$ cat config.mk
export PLATFORM = sky130hd
export DESIGN_NAME = store_buffer_q_flat
export DESIGN_NICKNAME = d
export VERILOG_FILES = /design/src/rtl/store_buffer_q_if.sv /design/src/rtl/store_buffer_q.sv /design/src/flat_wrapper.sv
export SDC_FILE = /design/constraint.sdc
export NUM_CORES = 1
export LEC_CHECK = 0
export BUFFER_PORTS_ARGS = -buffer_cell sky130_fd_sc_hd__buf_2
export CORE_MARGIN = 2
export CORE_UTILIZATION = 38
export DETAILED_ROUTE_END_ITERATION = 16
export GPL_TIMING_DRIVEN = 0
export PLACE_DENSITY = 0.54
export SETUP_SLACK_MARGIN = 0.05
export SYNTH_ARGS = -nofsm -noshare
export SYNTH_HDL_FRONTEND = slang
export SYNTH_SLANG_ARGS = --single-unit
$ cat constraint.sdc
create_clock -name clk_i -period 10.1 [get_ports clk_i]
set_clock_uncertainty 0.05 [all_clocks]
set_input_delay 2.525 -clock clk_i [delete_from_list [all_inputs] [get_ports clk_i]]
set_output_delay 2.525 -clock clk_i [all_outputs]
set_load 0.01 [all_outputs]
$ cat src/rtl/store_buffer_q_if.sv
// store_buffer_q_if: allocate/commit/flush, memory-drain, load-lookup and status signals of the store buffer.
interface store_buffer_q_if #(
    parameter int DEPTH  = 8,
    parameter int ADDR_W = 32,
    parameter int DATA_W = 32
);
    localparam int STRB_W = DATA_W / 8;
    localparam int CW     = $clog2(DEPTH) + 1;
    logic              alloc_valid_i;
    logic              alloc_ready_o;
    logic [ADDR_W-1:0] alloc_addr_i;
    logic [DATA_W-1:0] alloc_data_i;
    logic [STRB_W-1:0] alloc_strb_i;
    logic              commit_i;
    logic              flush_i;
    logic              mem_valid_o;
    logic              mem_ready_i;
    logic [ADDR_W-1:0] mem_addr_o;
    logic [DATA_W-1:0] mem_data_o;
    logic [STRB_W-1:0] mem_strb_o;
    logic              ld_valid_i;
    logic [ADDR_W-1:0] ld_addr_i;
    logic              ld_hit_o;
    logic [DATA_W-1:0] ld_data_o;
    logic [STRB_W-1:0] ld_strb_o;
    logic [CW-1:0]     count_o;
    logic              full_o;
    logic              empty_o;

    modport master (
        output alloc_valid_i, alloc_addr_i, alloc_data_i, alloc_strb_i, commit_i, flush_i,
               mem_ready_i, ld_valid_i, ld_addr_i,
        input  alloc_ready_o, mem_valid_o, mem_addr_o, mem_data_o, mem_strb_o,
               ld_hit_o, ld_data_o, ld_strb_o, count_o, full_o, empty_o
    );
    modport slave (
        input  alloc_valid_i, alloc_addr_i, alloc_data_i, alloc_strb_i, commit_i, flush_i,
               mem_ready_i, ld_valid_i, ld_addr_i,
        output alloc_ready_o, mem_valid_o, mem_addr_o, mem_data_o, mem_strb_o,
               ld_hit_o, ld_data_o, ld_strb_o, count_o, full_o, empty_o
    );
endinterface

$ cat src/rtl/store_buffer_q.sv
// store_buffer_q: circular store buffer with head/commit/tail pointers and in-order memory drain.
// Load forwarding (youngest matching entry, registered result) is built only with STORE_BUFFER_FWD_EN.
module store_buffer_q #(
    parameter int DEPTH  = 8,
    parameter int ADDR_W = 32,
    parameter int DATA_W = 32
) (
    input logic            clk_i,
    input logic            reset_n_i,
    store_buffer_q_if.slave sb
);
    localparam int STRB_W = DATA_W / 8;
    localparam int IW     = $clog2(DEPTH);
    localparam int PW     = IW + 1;
    localparam int OFF    = $clog2(STRB_W);

    logic [PW-1:0]     head, cmt, tail, cnt;
    logic [ADDR_W-1:0] addr_m [DEPTH];
    logic [DATA_W-1:0] data_m [DEPTH];
    logic [STRB_W-1:0] strb_m [DEPTH];
    logic              full, mem_valid, do_alloc, do_commit, do_drain;

    assign cnt       = tail - head;
    assign full      = (head[IW-1:0] == tail[IW-1:0]) && (head[IW] != tail[IW]);
    assign mem_valid = head != cmt;
    assign do_alloc  = sb.alloc_valid_i && !full && !sb.flush_i;
    assign do_commit = sb.commit_i && (cmt != tail);
    assign do_drain  = mem_valid && sb.mem_ready_i;

    assign sb.count_o       = cnt;
    assign sb.full_o        = full;
    assign sb.empty_o       = head == tail;
    assign sb.alloc_ready_o = !full;
    assign sb.mem_valid_o   = mem_valid;
    assign sb.mem_addr_o    = addr_m[head[IW-1:0]];
    assign sb.mem_data_o    = data_m[head[IW-1:0]];
    assign sb.mem_strb_o    = strb_m[head[IW-1:0]];

    // flush rolls tail back onto the commit pointer as it stands after this edge's commit
    always_ff @(posedge clk_i or negedge reset_n_i) begin
        if (!reset_n_i) begin
            head <= '0;
            cmt  <= '0;
            tail <= '0;
        end else begin
            head <= head + PW'(do_drain);
            cmt  <= cmt + PW'(do_commit);
            tail <= sb.flush_i ? cmt + PW'(do_commit) : tail + PW'(do_alloc);
        end
    end

    always_ff @(posedge clk_i) begin
        if (do_alloc) begin
            addr_m[tail[IW-1:0]] <= sb.alloc_addr_i;
            data_m[tail[IW-1:0]] <= sb.alloc_data_i;
            strb_m[tail[IW-1:0]] <= sb.alloc_strb_i;
        end
    end

`ifdef STORE_BUFFER_FWD_EN
    logic              hit_c;
    logic [DATA_W-1:0] data_c;
    logic [STRB_W-1:0] strb_c;
    logic [IW-1:0]     idx;

    // walk oldest to youngest so the youngest match overrides earlier ones
    always_comb begin
        hit_c  = 1'b0;
        data_c = '0;
        strb_c = '0;
        idx    = '0;
        for (int k = 0; k < DEPTH; k++) begin
            idx = head[IW-1:0] + IW'(k);
            if (PW'(k) < cnt && addr_m[idx][ADDR_W-1:OFF] == sb.ld_addr_i[ADDR_W-1:OFF]) begin
                hit_c  = 1'b1;
                data_c = data_m[idx];
                strb_c = strb_m[idx];
            end
        end
    end

    always_ff @(posedge clk_i or negedge reset_n_i) begin
        if (!reset_n_i) begin
            sb.ld_hit_o  <= 1'b0;
            sb.ld_data_o <= '0;
            sb.ld_strb_o <= '0;
        end else begin
            sb.ld_hit_o  <= sb.ld_valid_i && hit_c;
            sb.ld_data_o <= (sb.ld_valid_i && hit_c) ? data_c : '0;
            sb.ld_strb_o <= (sb.ld_valid_i && hit_c) ? strb_c : '0;
        end
    end
`else
    logic unused_ld;
    assign unused_ld    = ^{sb.ld_valid_i, sb.ld_addr_i};
    assign sb.ld_hit_o  = 1'b0;
    assign sb.ld_data_o = '0;
    assign sb.ld_strb_o = '0;
`endif
endmodule

$ cat src/flat_wrapper.sv
// flat-port wrapper written by rule: the top's interface ports become plain ports
module store_buffer_q_flat 
#(
    parameter int DEPTH  = 8,
    parameter int ADDR_W = 32,
    parameter int DATA_W = 32
)
  (clk_i, reset_n_i, sb_alloc_valid_i, sb_alloc_addr_i, sb_alloc_data_i, sb_alloc_strb_i, sb_commit_i, sb_flush_i, sb_mem_ready_i, sb_ld_valid_i, sb_ld_addr_i, sb_alloc_ready_o, sb_mem_valid_o, sb_mem_addr_o, sb_mem_data_o, sb_mem_strb_o, sb_ld_hit_o, sb_ld_data_o, sb_ld_strb_o, sb_count_o, sb_full_o, sb_empty_o);
  store_buffer_q_if #(.DEPTH(DEPTH), .ADDR_W(ADDR_W), .DATA_W(DATA_W)) sb_i ();
  input logic clk_i;
  input logic reset_n_i;
  input wire logic [$bits(sb_i.alloc_valid_i)-1:0] sb_alloc_valid_i;
  input wire logic [$bits(sb_i.alloc_addr_i)-1:0] sb_alloc_addr_i;
  input wire logic [$bits(sb_i.alloc_data_i)-1:0] sb_alloc_data_i;
  input wire logic [$bits(sb_i.alloc_strb_i)-1:0] sb_alloc_strb_i;
  input wire logic [$bits(sb_i.commit_i)-1:0] sb_commit_i;
  input wire logic [$bits(sb_i.flush_i)-1:0] sb_flush_i;
  input wire logic [$bits(sb_i.mem_ready_i)-1:0] sb_mem_ready_i;
  input wire logic [$bits(sb_i.ld_valid_i)-1:0] sb_ld_valid_i;
  input wire logic [$bits(sb_i.ld_addr_i)-1:0] sb_ld_addr_i;
  output wire logic [$bits(sb_i.alloc_ready_o)-1:0] sb_alloc_ready_o;
  output wire logic [$bits(sb_i.mem_valid_o)-1:0] sb_mem_valid_o;
  output wire logic [$bits(sb_i.mem_addr_o)-1:0] sb_mem_addr_o;
  output wire logic [$bits(sb_i.mem_data_o)-1:0] sb_mem_data_o;
  output wire logic [$bits(sb_i.mem_strb_o)-1:0] sb_mem_strb_o;
  output wire logic [$bits(sb_i.ld_hit_o)-1:0] sb_ld_hit_o;
  output wire logic [$bits(sb_i.ld_data_o)-1:0] sb_ld_data_o;
  output wire logic [$bits(sb_i.ld_strb_o)-1:0] sb_ld_strb_o;
  output wire logic [$bits(sb_i.count_o)-1:0] sb_count_o;
  output wire logic [$bits(sb_i.full_o)-1:0] sb_full_o;
  output wire logic [$bits(sb_i.empty_o)-1:0] sb_empty_o;
  assign sb_i.alloc_valid_i = sb_alloc_valid_i;
  assign sb_i.alloc_addr_i = sb_alloc_addr_i;
  assign sb_i.alloc_data_i = sb_alloc_data_i;
  assign sb_i.alloc_strb_i = sb_alloc_strb_i;
  assign sb_i.commit_i = sb_commit_i;
  assign sb_i.flush_i = sb_flush_i;
  assign sb_i.mem_ready_i = sb_mem_ready_i;
  assign sb_i.ld_valid_i = sb_ld_valid_i;
  assign sb_i.ld_addr_i = sb_ld_addr_i;
  assign sb_alloc_ready_o = sb_i.alloc_ready_o;
  assign sb_mem_valid_o = sb_i.mem_valid_o;
  assign sb_mem_addr_o = sb_i.mem_addr_o;
  assign sb_mem_data_o = sb_i.mem_data_o;
  assign sb_mem_strb_o = sb_i.mem_strb_o;
  assign sb_ld_hit_o = sb_i.ld_hit_o;
  assign sb_ld_data_o = sb_i.ld_data_o;
  assign sb_ld_strb_o = sb_i.ld_strb_o;
  assign sb_count_o = sb_i.count_o;
  assign sb_full_o = sb_i.full_o;
  assign sb_empty_o = sb_i.empty_o;
  store_buffer_q #(.DEPTH(DEPTH), .ADDR_W(ADDR_W), .DATA_W(DATA_W)) u_core (.clk_i(clk_i), .reset_n_i(reset_n_i), .sb(sb_i));
endmodule
==> summary.md, run 1 <==
| Metric | Value |
|---|---|
| Setup Fix Bufs, Post-CTS | `0` |
| Seq/Total Area, Yosys | `between 70% and 80%` |
| Pleak | `slightly above 9 nW` |
| Leading cell types by count after synthesis | `edfxtp_1, nand2_1, mux4_2` |
| Dpl hpwl | `33.3 mm` |
| WHS Endpoint | `u_core.head[3]$_DFF_PN0_` |
| Non-Filler Instances | `~2200` |
| Input/output buffers | `between 100 and 150` |
| Syn Std Cell Area | `between 20000 and 25000 um2` |
| Netlist cell types | `29` |
| Htree depth | `2` |
| Number of global-route vias before repair | `10900` |
| R2R Path Start | `u_core.head[1]$_DFF_PN0_` |
| Hold-fix buffers, CTS | `0` |
| DRC | `0` |
| Placed Instances | `2080` |
| GRT Overall Usage | `around 16%` |
| Power share of the clock group | `about 27%` |
| Outcome | `finished, final reports clean` |
| Die Area | `58900 um2` |
| Root Driver | `clkbuf_16` |
| Routed wire length | `48.0 mm` |
| Drt wl/cell | `22.0 um` |
| Avg Inst Size Synth | `between 20 and 25 um2` |
| Initial Util | `just under 40%` |
| Iteration-0 DRC Markers | `660` |
| Max Cap Violations | `0` |
| R2R cell count | `14` |
| Fmax | `about 170 MHz` |
| Critical-path cell list | `buf_2 -> clkinv_1 -> buf_2 -> ha_1 -> nand3_1 -> nor2b_1 -> buf_2 -> inv_1 -> buf_2` |
| Final setup viols | `0` |
| Critical Path AT | `3.14 ns` |
| Crit Path Max Fanout | `10` |
| Post-Synthesis Cells | `1048` |
| RSZ-0062 raised after global routing | `false` |
| Slew Limit Fails | `0` |
| Synth top area cells | `edfxtp_1, mux4_2, nand2_1, dfrtp_1, buf_4` |
| Startpoint types | `register` |
| Cells on Worst Hold Path | `1` |
| Fin util | `46.1%` |
| Gpl congestion | `between 0.7 and 0.8` |
| Top-count cell post-synth | `edfxtp_1` |
| Comb pwr share | `approximately 34%` |
| Most used cell along the critical path | `buf_2` |
| I/O pin count | `220` |
| Synth Flop Type | `edfxtp_1` |
| Post-route ant nets | `0` |
| Worst min path class | `register to register` |
| Initial antenna violation count | `6` |
| Hold path startpoint | `u_core.head[3]$_DFF_PN0_` |
| Sw frac | `between 30% and 40%` |
| Reg2reg end | `u_core.addr_m[4][5]$_DFFE_PP_` |
| PD cells | `about 270 nW/um2` |
| Vias per inst | `just under 5` |
| Critical path class | `register to output pin` |
| Slew headroom | `between 30% and 40%` |
| Flops & latches, synth | `556` |
| Final Hold Viols | `0` |
| First-pass GRT wire length | `71.3 mm` |
| Minimum clock period | `about 5.7 ns` |
| Family with the most delay on the worst path | `buffers and inverters` |
| Placeable core area | `between 50000 and 60000 um2` |
| Buf/Inv on CP | `6` |
| Post-synth EDFFs | `approximately 540` |
| Area share of the largest cell type after synthesis | `~75%` |
| Async SR Flop Fraction | `around 2.2%` |
| Synth warn | `0` |
| Crit share post-route | `approximately 57%` |
| Setup TNS | `0 ns` |
| CTS sink cnt | `556` |
| CTS Buf Count | `54` |
| Worst-Margin Slew | `roughly 1.0 ns` |
| Worst setup startpoint | `u_core.head[1]$_DFF_PN0_` |
| Clock Latency Late Sink | `0.59 ns` |
| Largest net degree at the start of global routing | `15` |
| Crit path largest cell delay | `roughly 0.44 ns` |
| Synth area leader | `edfxtp_1` |
| Internal Power | `a little under 5 mW` |
| Req. time, crit path | `~7.5 ns` |
| P&R area growth vs syn | `20.0%` |
| DRT Pass-1 Iters | `5` |
| Max Root-Sink Buffers | `3` |
| Worst IR Drop VDD | `0.127 mV` |
| Chip Height | `around 240 um` |
| Sw Pwr | `between 2 and 2.5 mW` |
| Die width | `between 200 and 250 um` |
| Clock tree from TritonCTS | `yes` |
| Sequential Power Share | `39.7%` |
| CP Capture Type | `output pin` |
| Post-CTS sizing | `0` |
| GRT overflow | `0` |
| Share of layout cells above drive strength 1 | `a little under two fifths` |
| Vias after detailed routing | `about 10000` |
| Clock slew at reported path FFs | `0.06 ns` |
| # nets final | `approximately 1500` |
| R2R Setup Slk | `between 5 and 6 ns` |
| Cell row count | `87` |
| Max stage delay cell, worst path | `dfrtp_1` |
power by group through the flow:
| stage | Sequential [mW] | Clock (mW) | Combinational [mW] |
|---|---|---|---|
| final | 2.81 | 1.90 | 2.36 |
| after global routing | 2.82 | 2.03 | 2.58 |
| after global placement | 2.93 | 0 | 2.34 |
| after detailed placement | 2.86 | 0 | 2.43 |
| after floorplan | 2.87 | 0 | 1.53 |
| after CTS | 2.81 | 1.95 | 2.44 |
cells in the final DEF (no fill, tap or decap), types with 4 or more instances in the layout:
master and n:
nand3_1 4, ha_1 9, clkinv_2 11, conb_1 37
edfxtp_1 544, clkbuf_16 57, clkinv_1 12, nand2_1 208
nor4_2 5, xor2_1 8, inv_1 6, mux4_2 136
buf_6 36, buf_12 10, buf_2 172, xnor2_1 9
dfrtp_1 12, buf_4 96, clkbuf_1 28
state kept, by name, summed over array words and instances (netlist names):
name,count
u_core.addr_m,256
u_core.data_m,256
u_core.strb_m,32
u_core.cmt,4
u_core.head,4
u_core.tail,4
worst max path at each step:
| stage | endpoint | slack [ns] | cells past startpoint |
|---|---|---|---|
| 2_1_floorplan | u_core.addr_m[1][0]$_DFFE_PP_ | 0.18 | 3 |
| 3_3_place_gp | u_core.addr_m[3][10]$_DFFE_PP_ | -7.80 | 4 |
| 3_5_place_dp | sb_alloc_ready_o | 4.96 | 9 |
| 4_1_cts | sb_alloc_ready_o | 4.30 | 9 |
| 5_1_grt | sb_alloc_ready_o | 4.13 | 9 |
| 6_report | sb_alloc_ready_o | 4.38 | 9 |
layer usage:
layer  global-route usage, %  up-vias  share of wire (%)
li1                        -     4752                  -
met2                    27.2      223                 49
met4                    3.81        8                1.8
met3                    3.33       68                4.4
met1                    22.6     5427                 44
met5                       0        -               0.11
logic make-up (layout without fill, tap and decap cells):
logic type      count (synthesis)  in the layout  synth area share [%]
flops                         556            556                  76.8
simple gates                  229            229                  4.15
mux                           139            139                  14.3
buf+inv                        93            431                  3.31
xor+xnor                       17             17                 0.687
fa+ha+maj                      10             10                 0.612
compound gates                  3              3                 0.116
other cells                     1             39                0.0173
worst register-to-register path: cells and delay by family, from the launching register on:
family,cells,cell delay (ns)
simple gates,3,0.93
flops,1,0.44
buf+inv,10,2.36
fa+ha+maj,1,0.34
cell type report:
type	instances	area, um2
diodes	2	5.00
plain buffers	86	691
clock buffers	74	1490
clock inverters	24	156
fillers	4835	30400
inverters	7	26.3
multi-input cells	435	4490
flip-flops and latches	556	16600
well taps	756	946
repair buffers	240	1550
stage by stage:
stage,total power [mW],worst slack (ns),cell area [um2],hold slack (ns)
final,7.07,4.38,26000,0.504
after global routing,7.44,4.13,26000,0.513
after CTS,7.19,4.30,26000,0.504
after detailed placement,5.28,4.96,24300,0.491
after global placement,5.27,-7.80,23500,0.488
after floorplan,4.40,0.184,21800,0.451
(Power assumes the default switching activity.)
==> inputs of run 2 (changes only) <==
==> constraint.sdc (replaced) <==
create_clock -name clk_i -period 5.9 [get_ports clk_i]
set_clock_uncertainty 0.05 [all_clocks]
set_input_delay 1.475 -clock clk_i [delete_from_list [all_inputs] [get_ports clk_i]]
set_output_delay 1.475 -clock clk_i [all_outputs]
set_load 0.01 [all_outputs]
==> summary.md, run 2 (synthesized netlist as in run 1, its figures left out) <==
| Metric | Value |
|---|---|
| Htree depth | `2` |
| Clock slew at reported path FFs | `roughly 0.06 ns` |
| CTS sink cnt | `~560` |
| Initial Util | `38.4%` |
| Dpl hpwl | `around 33 mm` |
| Commonest non-fill, non-tap cell in the layout | `edfxtp_1` |
| Minimum clock period | `around 4.7 ns` |
| Crit path largest cell delay | `roughly 0.44 ns` |
| Fmax | `approximately 210 MHz` |
| Worst min path class | `register to register` |
| Setup ws final | `1.15 ns` |
| Share of layout cells above drive strength 1 | `36.8%` |
| Largest net degree at the start of global routing | `15` |
| Crit Path Max Fanout | `10` |
| Routed wire length | `a little under 50 mm` |
| Chip Height | `243 um` |
| Vias per inst | `roughly 4.9` |
| Critical path class | `register to output pin` |
| RSZ-0062 raised after global routing | `false` |
| GRT overflow | `0` |
| CTS Buf Count | `57` |
| Gpl congestion | `0.719` |
| Setup Fix Bufs, Post-CTS | `0` |
| Slew headroom | `roughly a third` |
| Buf/Inv on CP | `6` |
| Clock Latency Late Sink | `around 0.60 ns` |
| Post-CTS sizing | `0` |
| Input/output buffers | `between 100 and 150` |
| Iteration-0 DRC Markers | `613` |
| Max Cap Violations | `0` |
| Vias after detailed routing | `between 10000 and 15000` |
| Number of global-route vias before repair | `11000` |
| Hold-fix buffers, CTS | `0` |
| Commonest non-fill, non-tap cells in the layout | `edfxtp_1, nand2_1, buf_2` |
| Crit share post-route | `between 80% and 90%` |
| DRT Pass-1 Iters | `5` |
| Max Root-Sink Buffers | `3` |
| Critical Path AT | `3.22 ns` |
| DRC | `0` |
| Initial antenna violation count | `8` |
| PD cells | `between 400 and 500 nW/um2` |
| First-pass GRT wire length | `71.6 mm` |
| Die width | `approximately 240 um` |
| Startpoint types | `register` |
| # nets final | `about 1500` |
| Diodes inserted | `0` |
| Final Hold Viols | `0` |
| Fin util | `46.4%` |
| GRT Overall Usage | `16.5%` |
| Critical-path cell list | `buf_2 -> clkinv_1 -> buf_2 -> ha_1 -> nand3_1 -> nor2b_1 -> buf_2 -> inv_1 -> buf_2` |
| Slew Limit Fails | `0` |
| Die Area | `a little under 60000 um2` |
| Placeable core area | `56400 um2` |
| Outcome | `finished, final reports clean` |
| Clock tree from TritonCTS | `yes` |
| Max stage delay cell, worst path | `dfrtp_1` |
| I/O pin count | `220` |
| P&R area growth vs syn | `20.8%` |
| Worst-Margin Slew | `between 1 and 1.5 ns` |
| Drt wl/cell | `22.3 um` |
| Final setup viols | `0` |
| Worst IR Drop VDD | `about 0.20 mV` |
| Cell row count | `between 80 and 90` |
| Pre-CTS setup slack | `around 1.7 ns` |
| Pleak | `between 9 and 10 nW` |
| Most used cell along the critical path | `buf_2` |
| Non-Filler Instances | `around 2200` |
| Post-route ant nets | `0` |
| Placed Instances | `2046` |
| Req. time, crit path | `around 4.4 ns` |
| CP Capture Type | `output pin` |
| Family with the most delay on the worst path | `buffers and inverters` |
| Root Driver | `clkbuf_16` |
[run 2: cell types whose count changed in the layout (fill, tap and decap cells not counted), moves of 4 or more]
cell	previous run	this run
nor4_4	0	5
clkbuf_1	28	17
buf_16	0	4
clkinv_2	11	17
buf_4	96	38
clkinvlp_4	0	4
buf_8	1	24
nor4_2	5	0
[run 2: layer usage]
metal / up-vias / wire [um] / global-route usage [%]
met5: - / 107 / 0
met4: 16 / 845 / 3.74
met3: 76 / 2480 / 3.64
met2: 273 / 23900 / 27.7
met1: 5539 / 20700 / 22.1
li1: 4702 / - / -
[run 2: worst paths after layout]
check | startpoint | slack (ns) | to | depth (start not counted)
worst max-delay path | u_core.head[1]$_DFF_PN0_ | 1.15 | sb_alloc_ready_o | 9
worst min-delay path | u_core.cmt[3]$_DFF_PN0_ | 0.52 | u_core.cmt[3]$_DFF_PN0_ | 1
worst max register to register | u_core.head[1]$_DFF_PN0_ | 1.96 | u_core.addr_m[3][13]$_DFFE_PP_ | 11
worst min register to register | u_core.cmt[3]$_DFF_PN0_ | 0.52 | u_core.cmt[3]$_DFF_PN0_ | 1
max in group asynchronous | reset_n_i | 4.87 | u_core.tail[1]$_DFF_PN0_ | 1
min in group asynchronous | reset_n_i | 0.70 | u_core.cmt[0]$_DFF_PN0_ | 1
[run 2: worst register-to-register path, stage by stage (launching register included)]
cell      delay [ns]
dfrtp_1         0.44
buf_2           0.29
clkinv_1        0.31
buf_2           0.31
ha_1            0.34
nand3_1         0.11
nor2b_1         0.08
buf_2           0.24
nor4_4          0.83
buf_6           0.30
buf_8           0.18
buf_6           0.17
[run 2: power by group]
| group | internal (mW) | total (mW) | switching (mW) |
|---|---|---|---|
| Combinational | 1.80 | 4.05 | 2.24 |
| Sequential | 4.70 | 4.81 | 0.110 |
| Clock | 1.98 | 3.46 | 1.47 |
| Total | 8.48 | 12.3 | 3.83 |
[run 2: per-stage QoR]
stage	total power, mW	setup TNS, ns	hold WS (ns)	area (um2)
after global routing	13.0	0	0.562	26200
after CTS	12.5	0	0.516	26200
final	12.3	0	0.518	26200
after floorplan	7.53	-198.54	0.451	21800
after global placement	8.99	-2317.67	0.510	23500
after detailed placement	9.08	0	0.501	24400
[run 2: layout make-up]
| type | instances | area [um2] |
|---|---|---|
| clock buffer | 63 | 1450 |
| fill | 4859 | 30200 |
| clock inverter | 43 | 344 |
| inverter | 7 | 26.3 |
| tap | 756 | 946 |
| timing repair buffer | 206 | 1540 |
| multi-input combinational | 435 | 4540 |
| buffer | 86 | 691 |
| sequential | 556 | 16600 |
